--- config.mk ---
export PLATFORM = sky130hd
export DESIGN_NAME = tx_word_serializer
export DESIGN_NICKNAME = d
export VERILOG_FILES = /design/src/rtl/tx_word_serializer.sv
export SDC_FILE = /design/constraint.sdc
export NUM_CORES = 1
export LEC_CHECK = 0
export CAP_MARGIN = 15
export CELL_PAD_IN_SITES_DETAIL_PLACEMENT = 0
export CELL_PAD_IN_SITES_GLOBAL_PLACEMENT = 1
export CORE_ASPECT_RATIO = 0.5
export CORE_MARGIN = 2
export CORE_UTILIZATION = 53
export CTS_CLUSTER_SIZE = 30
export DETAILED_ROUTE_END_ITERATION = 8
export GPL_ROUTABILITY_DRIVEN = 0
export HOLD_SLACK_MARGIN = 0.06
export MAX_ROUTING_LAYER = met4
export PLACE_DENSITY_LB_ADDON = 0.05
export SLEW_MARGIN = 20
export SYNTH_ARGS = -nofsm -noshare
export SYNTH_HDL_FRONTEND = slang
export SYNTH_SLANG_ARGS = --single-unit
--- constraint.sdc ---
create_clock -name clk -period 5.8 [get_ports clk]
set_input_delay 1.74 -clock clk [delete_from_list [all_inputs] [get_ports clk]]
set_output_delay 1.74 -clock clk [all_outputs]
set_load 0.05 [all_outputs]
--- src/rtl/tx_word_serializer.sv ---
// Word FIFO feeding a byte-at-a-time handshake to an RS232 transmitter.
// Ports: clk, rst (sync, active-high); word_in/word_valid/word_ready push side;
//        TX/start_TX/TX_ready transmitter side; busy, level, overflow status.
module tx_word_serializer #(
    parameter int DEPTH      = 4,
    parameter bit BIG_ENDIAN = 1'b1
) (
    input  logic                     clk,
    input  logic                     rst,
    input  logic [31:0]              word_in,
    input  logic                     word_valid,
    output logic                     word_ready,
    output logic [7:0]               TX,
    output logic                     start_TX,
    input  logic                     TX_ready,
    output logic                     busy,
    output logic [$clog2(DEPTH):0]   level,
    output logic                     overflow
);

    localparam int AW = $clog2(DEPTH);
    localparam logic [AW:0] FULL_LEVEL = DEPTH[AW:0];

    typedef enum logic [2:0] {
        IDLE,
        LOAD,
        SEND,
        WAIT_LOW,
        WAIT_HIGH
    } state_t;

    state_t        state;
    state_t        stateNext;

    logic [31:0]   mem [DEPTH];
    logic [AW-1:0] wrPtr;
    logic [AW-1:0] rdPtr;

    logic [31:0]   shiftReg;
    logic [31:0]   shiftNext;
    logic [1:0]    byteIdx;
    logic [1:0]    byteIdxNext;
    logic          waitCnt;
    logic          waitCntNext;
    logic [7:0]    txNext;
    logic          startNext;
    logic [7:0]    curByte;

    logic          push;
    logic          pop;

    // Readiness comes from registered occupancy only, so a pop in the
    // same cycle never opens a slot early.
    assign word_ready = (level != FULL_LEVEL);
    assign push       = word_valid && word_ready;
    assign pop        = (state == IDLE) && (level != '0);
    assign busy       = (level != '0) || (state != IDLE);

    assign curByte = BIG_ENDIAN ? shiftReg[31:24] : shiftReg[7:0];

    // Storage is not reset; occupancy and pointers define what is valid.
    always_ff @(posedge clk) begin
        if (!rst && push) begin
            mem[wrPtr] <= word_in;
        end
    end

    always_ff @(posedge clk) begin
        if (rst) begin
            wrPtr    <= '0;
            rdPtr    <= '0;
            level    <= '0;
            overflow <= 1'b0;
        end else begin
            if (push) begin
                wrPtr <= wrPtr + 1'b1;
            end
            if (pop) begin
                rdPtr <= rdPtr + 1'b1;
            end
            case ({push, pop})
                2'b10:   level <= level + 1'b1;
                2'b01:   level <= level - 1'b1;
                default: level <= level;
            endcase
            if (word_valid && !word_ready) begin
                overflow <= 1'b1;
            end
        end
    end

    always_ff @(posedge clk) begin
        if (rst) begin
            state    <= IDLE;
            shiftReg <= '0;
            byteIdx  <= '0;
            waitCnt  <= 1'b0;
            TX       <= '0;
            start_TX <= 1'b0;
        end else begin
            state    <= stateNext;
            shiftReg <= shiftNext;
            byteIdx  <= byteIdxNext;
            waitCnt  <= waitCntNext;
            TX       <= txNext;
            start_TX <= startNext;
        end
    end

    always_comb begin
        stateNext   = state;
        shiftNext   = shiftReg;
        byteIdxNext = byteIdx;
        waitCntNext = waitCnt;
        txNext      = TX;
        startNext   = 1'b0;
        case (state)
            IDLE: begin
                if (pop) begin
                    shiftNext   = mem[rdPtr];
                    byteIdxNext = 2'd0;
                    stateNext   = LOAD;
                end
            end
            LOAD: begin
                txNext    = curByte;
                stateNext = SEND;
            end
            SEND: begin
                if (TX_ready) begin
                    startNext   = 1'b1;
                    waitCntNext = 1'b0;
                    stateNext   = WAIT_LOW;
                end
            end
            WAIT_LOW: begin
                // A transmitter that finishes instantly never drops
                // TX_ready, so give up waiting after two cycles.
                if (!TX_ready || waitCnt) begin
                    stateNext = WAIT_HIGH;
                end else begin
                    waitCntNext = 1'b1;
                end
            end
            WAIT_HIGH: begin
                if (TX_ready) begin
                    if (byteIdx == 2'd3) begin
                        stateNext = IDLE;
                    end else begin
                        byteIdxNext = byteIdx + 2'd1;
                        shiftNext   = BIG_ENDIAN ?
                                      {shiftReg[23:0], 8'h00} :
                                      {8'h00, shiftReg[31:8]};
                        stateNext   = LOAD;
                    end
                end
            end
            default: begin
                stateNext = IDLE;
            end
        endcase
    end

endmodule

==> out/qor.csv <==
stage;metric;value;unit
layout;layout-drive-gt1-share;16.2;%
power;ir_drop;0.213;mV
floorplan;pin_count;51;
logic_synthesis;syn_nets;520;
sta;rsz0062_at_grt;false;
setup_path;r2r_cells;8;
power;p_int;2730;µW
route;dr.pass1.iters;5;
hold_path;hold_depth;2;
logic_synthesis;postSynthCellCount;477;
floorplan;core_area;13500;µm²
logic_synthesis;synth_edf_count;128;
global_routing;grt_usage;22.7;%
cts;cts_tree;done;
cts;numCtsBuffers;17;
sta;period_needed;4.10;ns
cts;clkLatencyLatePin;0.43;ns
layout;fin_nets;562;
sta;max_freq;244;MHz
sta;setup-tns-final;0;ns
route;vias_per_cell;6.04;
setup_path;startpoint_type;flip-flop;
route;num_vias;4276;
cts;htree_levels;4;
logic_synthesis;async_reset_ff_share;0;%
setup_path;cp_max_fo;6;
floorplan;dieArea;14800;µm²
sta;setup_viol;0;
sta;hold_viol_final;0;
status;status;complete, no violations;
logic_synthesis;yosysUniqueCellTypes;43;
layout;antenna_cells;0;
cts;cts_resized;0;
run;drv_cap;0;
layout;final_area;8560;µm²
power;powerDensity;475;nW/µm²
floorplan;initial_core_util;54.3;%
sta;worst_hold_slack;0.475;ns
logic_synthesis;syn_area;7330;µm²
cts;clk_path_buf_depth;2;
cts;cts_setup_buffers;0;
hold_path;hp-class;reg -> reg;
power;swShare;32.9;%
power;combPwrFrac;29.0;%
power;seqPwrFrac;42.4;%
global_routing;antenna_found_initial;0;
sta;slew_viol_final;0;
setup_path;required;4.06;ns
cts;cts_sinks;185;
route;drc_errors;0;
layout;final_cells;708;
layout;final_core_util;63.3;%
floorplan;die_width;170;µm
route;wl_per_cell;21.2;µm
floorplan;core.rowCount;30;
sta;post-route-period-util;70.6;%
place;dp_hpwl;9.06;mm
cts;cts_root_buffer;clkbuf_16;
sta;worstMarginPinSlew;1.11;ns
setup_path;crit_type;reg -> out;
global_routing;grt_pass1_vias;4233;
route;wirelength;15.0;mm
floorplan;die_h;87.2;µm
power;p_leak;0.00279;µW
global_routing;grt_max_degree;58;
place;dp.cells;676;
logic_synthesis;synthFlopType;edfxtp_1;
cts;clk_pin_slew_worst_paths;0.07;ns
place;io_buffers;50;
setup_path;cp.arrival;2.36;ns
logic_synthesis;ys_seq_area_share;68.0;%
layout;areaGrowthSynthToFinish;16.8;%
global_routing;overflow;0;
power;p_sw;1340;µW
setup_path;cp-end-kind;primary output;
route;final_antenna_net_count;0;
sta;finClkSkew;0.0124;ns
sta;max_slew_margin;26.0;%
place;placed_cell_area;7950;µm²
logic_synthesis;ys_ff_latch;185;
power;clkPwrFrac;28.6;%
global_routing;grt_first_pass_wirelength;24.0;mm
logic_synthesis;avgSynthCellArea;15.4;µm²
route;drt_iter0_drc;469;
cts;cts-hold-fix-buffers;0;
logic_synthesis;yosysWarnings;0;
path summary, 6_finish.rpt:
check / from / endpoint / slack (ns)
worst max-delay path: level[2] / word_ready / 1.70
worst min-delay path: overflow / overflow / 0.48
worst max register to register: state[0] / level[2] / 3.19
worst min register to register: overflow / overflow / 0.48
power by group through the flow:
stage | combinational (µW) | sequential [µW] | clock [µW]
floorplan | 865 | 1750 | 0
global placement | 1180 | 1740 | 0
detailed placement | 1190 | 1750 | 0
CTS | 1190 | 1720 | 1180
global route | 1300 | 1740 | 1240
finish | 1180 | 1720 | 1160
final cells by class:
type                       instances  area [µm²]
inverter                           9        33.8
fill                            1017        4950
tap                              176         220
multi-input combinational        241        2110
clock buffer                      17         425
timing repair buffer              65         608
clock inverter                    15         180
sequential                       185        4990
critical path, stage by stage (launching register included):
cell and delay [ns]:
dfxtp_1 0.42, nor3b_1 0.58, inv_1 0.19, clkdlybuf4s50_1 0.74
sequential cells by signal, summed over array words and instances (netlist names), named ones only:
signal,cells
mem,128
waitCnt,1
level,3
state,3
start_TX,1
TX,8
wrPtr,2
overflow,1
rdPtr,2
byteIdx,2
shiftReg,32
layout by cell type (no fill, tap or decap), drive strengths merged, types with 2 or more instances in the layout:
master         Yosys  final
edfxtp           128    128
dfxtp             57     57
nand2             50     50
clkdlybuf4s50      0     49
mux4              32     32
a221oi            24     24
a311oi            24     24
a21oi             20     20
clkbuf            16     17
nor2              16     16
buf               26     16
inv                9     14
nand3             11     11
o221ai            10     10
mux2i              9      9
clkinv             0      7
ha                 6      6
or3                4      4
and2               4      4
nand2b             4      4
o21ai              4      4
nor3               4      4
nor3b              3      3
xor2               2      2
clkinvlp           0      2
or3b               2      2
kinds of logic after synthesis:
kind of cell / after synthesis / synth area share [%]
DFF: 185 / 68.0
and+or+nand+nor: 105 / 6.93
AOI/OAI and AO/OA: 86 / 9.11
buffers and inverters: 51 / 3.36
muxes: 41 / 11.1
adders and majority gates: 7 / 1.30
xor gates and xnor gates: 2 / 0.239
synth_stat cells, types with 2 or more instances:
cell type	count	area (µm²)
ha_1	6	75.1
mux2i_1	9	90.1
mux4_2	32	721
o21ai_0	4	20.0
inv_1	9	33.8
a311oi_1	24	210
nand3_1	11	55.1
nand2b_1	4	25.0
buf_1	2	7.51
dfxtp_1	57	1140
nor2_1	16	60.1
or3_1	4	25.0
buf_2	16	80.1
o221ai_1	10	87.6
nor3_1	2	10.0
clkbuf_1	15	56.3
edfxtp_1	128	3840
nor3b_1	2	15.0
a221oi_1	24	210
and2_1	4	25.0
xor2_1	2	17.5
a21oi_1	20	100
nand2_1	50	188
buf_4	7	52.6
per-stage QoR:
step	worst slack, ns	total power (µW)
global route	1.55	4280
finish	1.70	4060
floorplan	2.49	2620
global placement	1.67	2920
CTS	1.68	4090
detailed placement	1.63	2930
layer usage:
layer / share of wire, % / vias up / global-route usage [%] / routed length [µm]
met4: 0.84 / 0 / 5.75 / 126
met3: 6.3 / 16 / 6.04 / 939
li1: - / 1969 / - / -
met2: 43 / 134 / 31.7 / 6480
met1: 50 / 2157 / 33.3 / 7450
met5: 0 / - / - / 0
(Power assumes the default switching activity.)
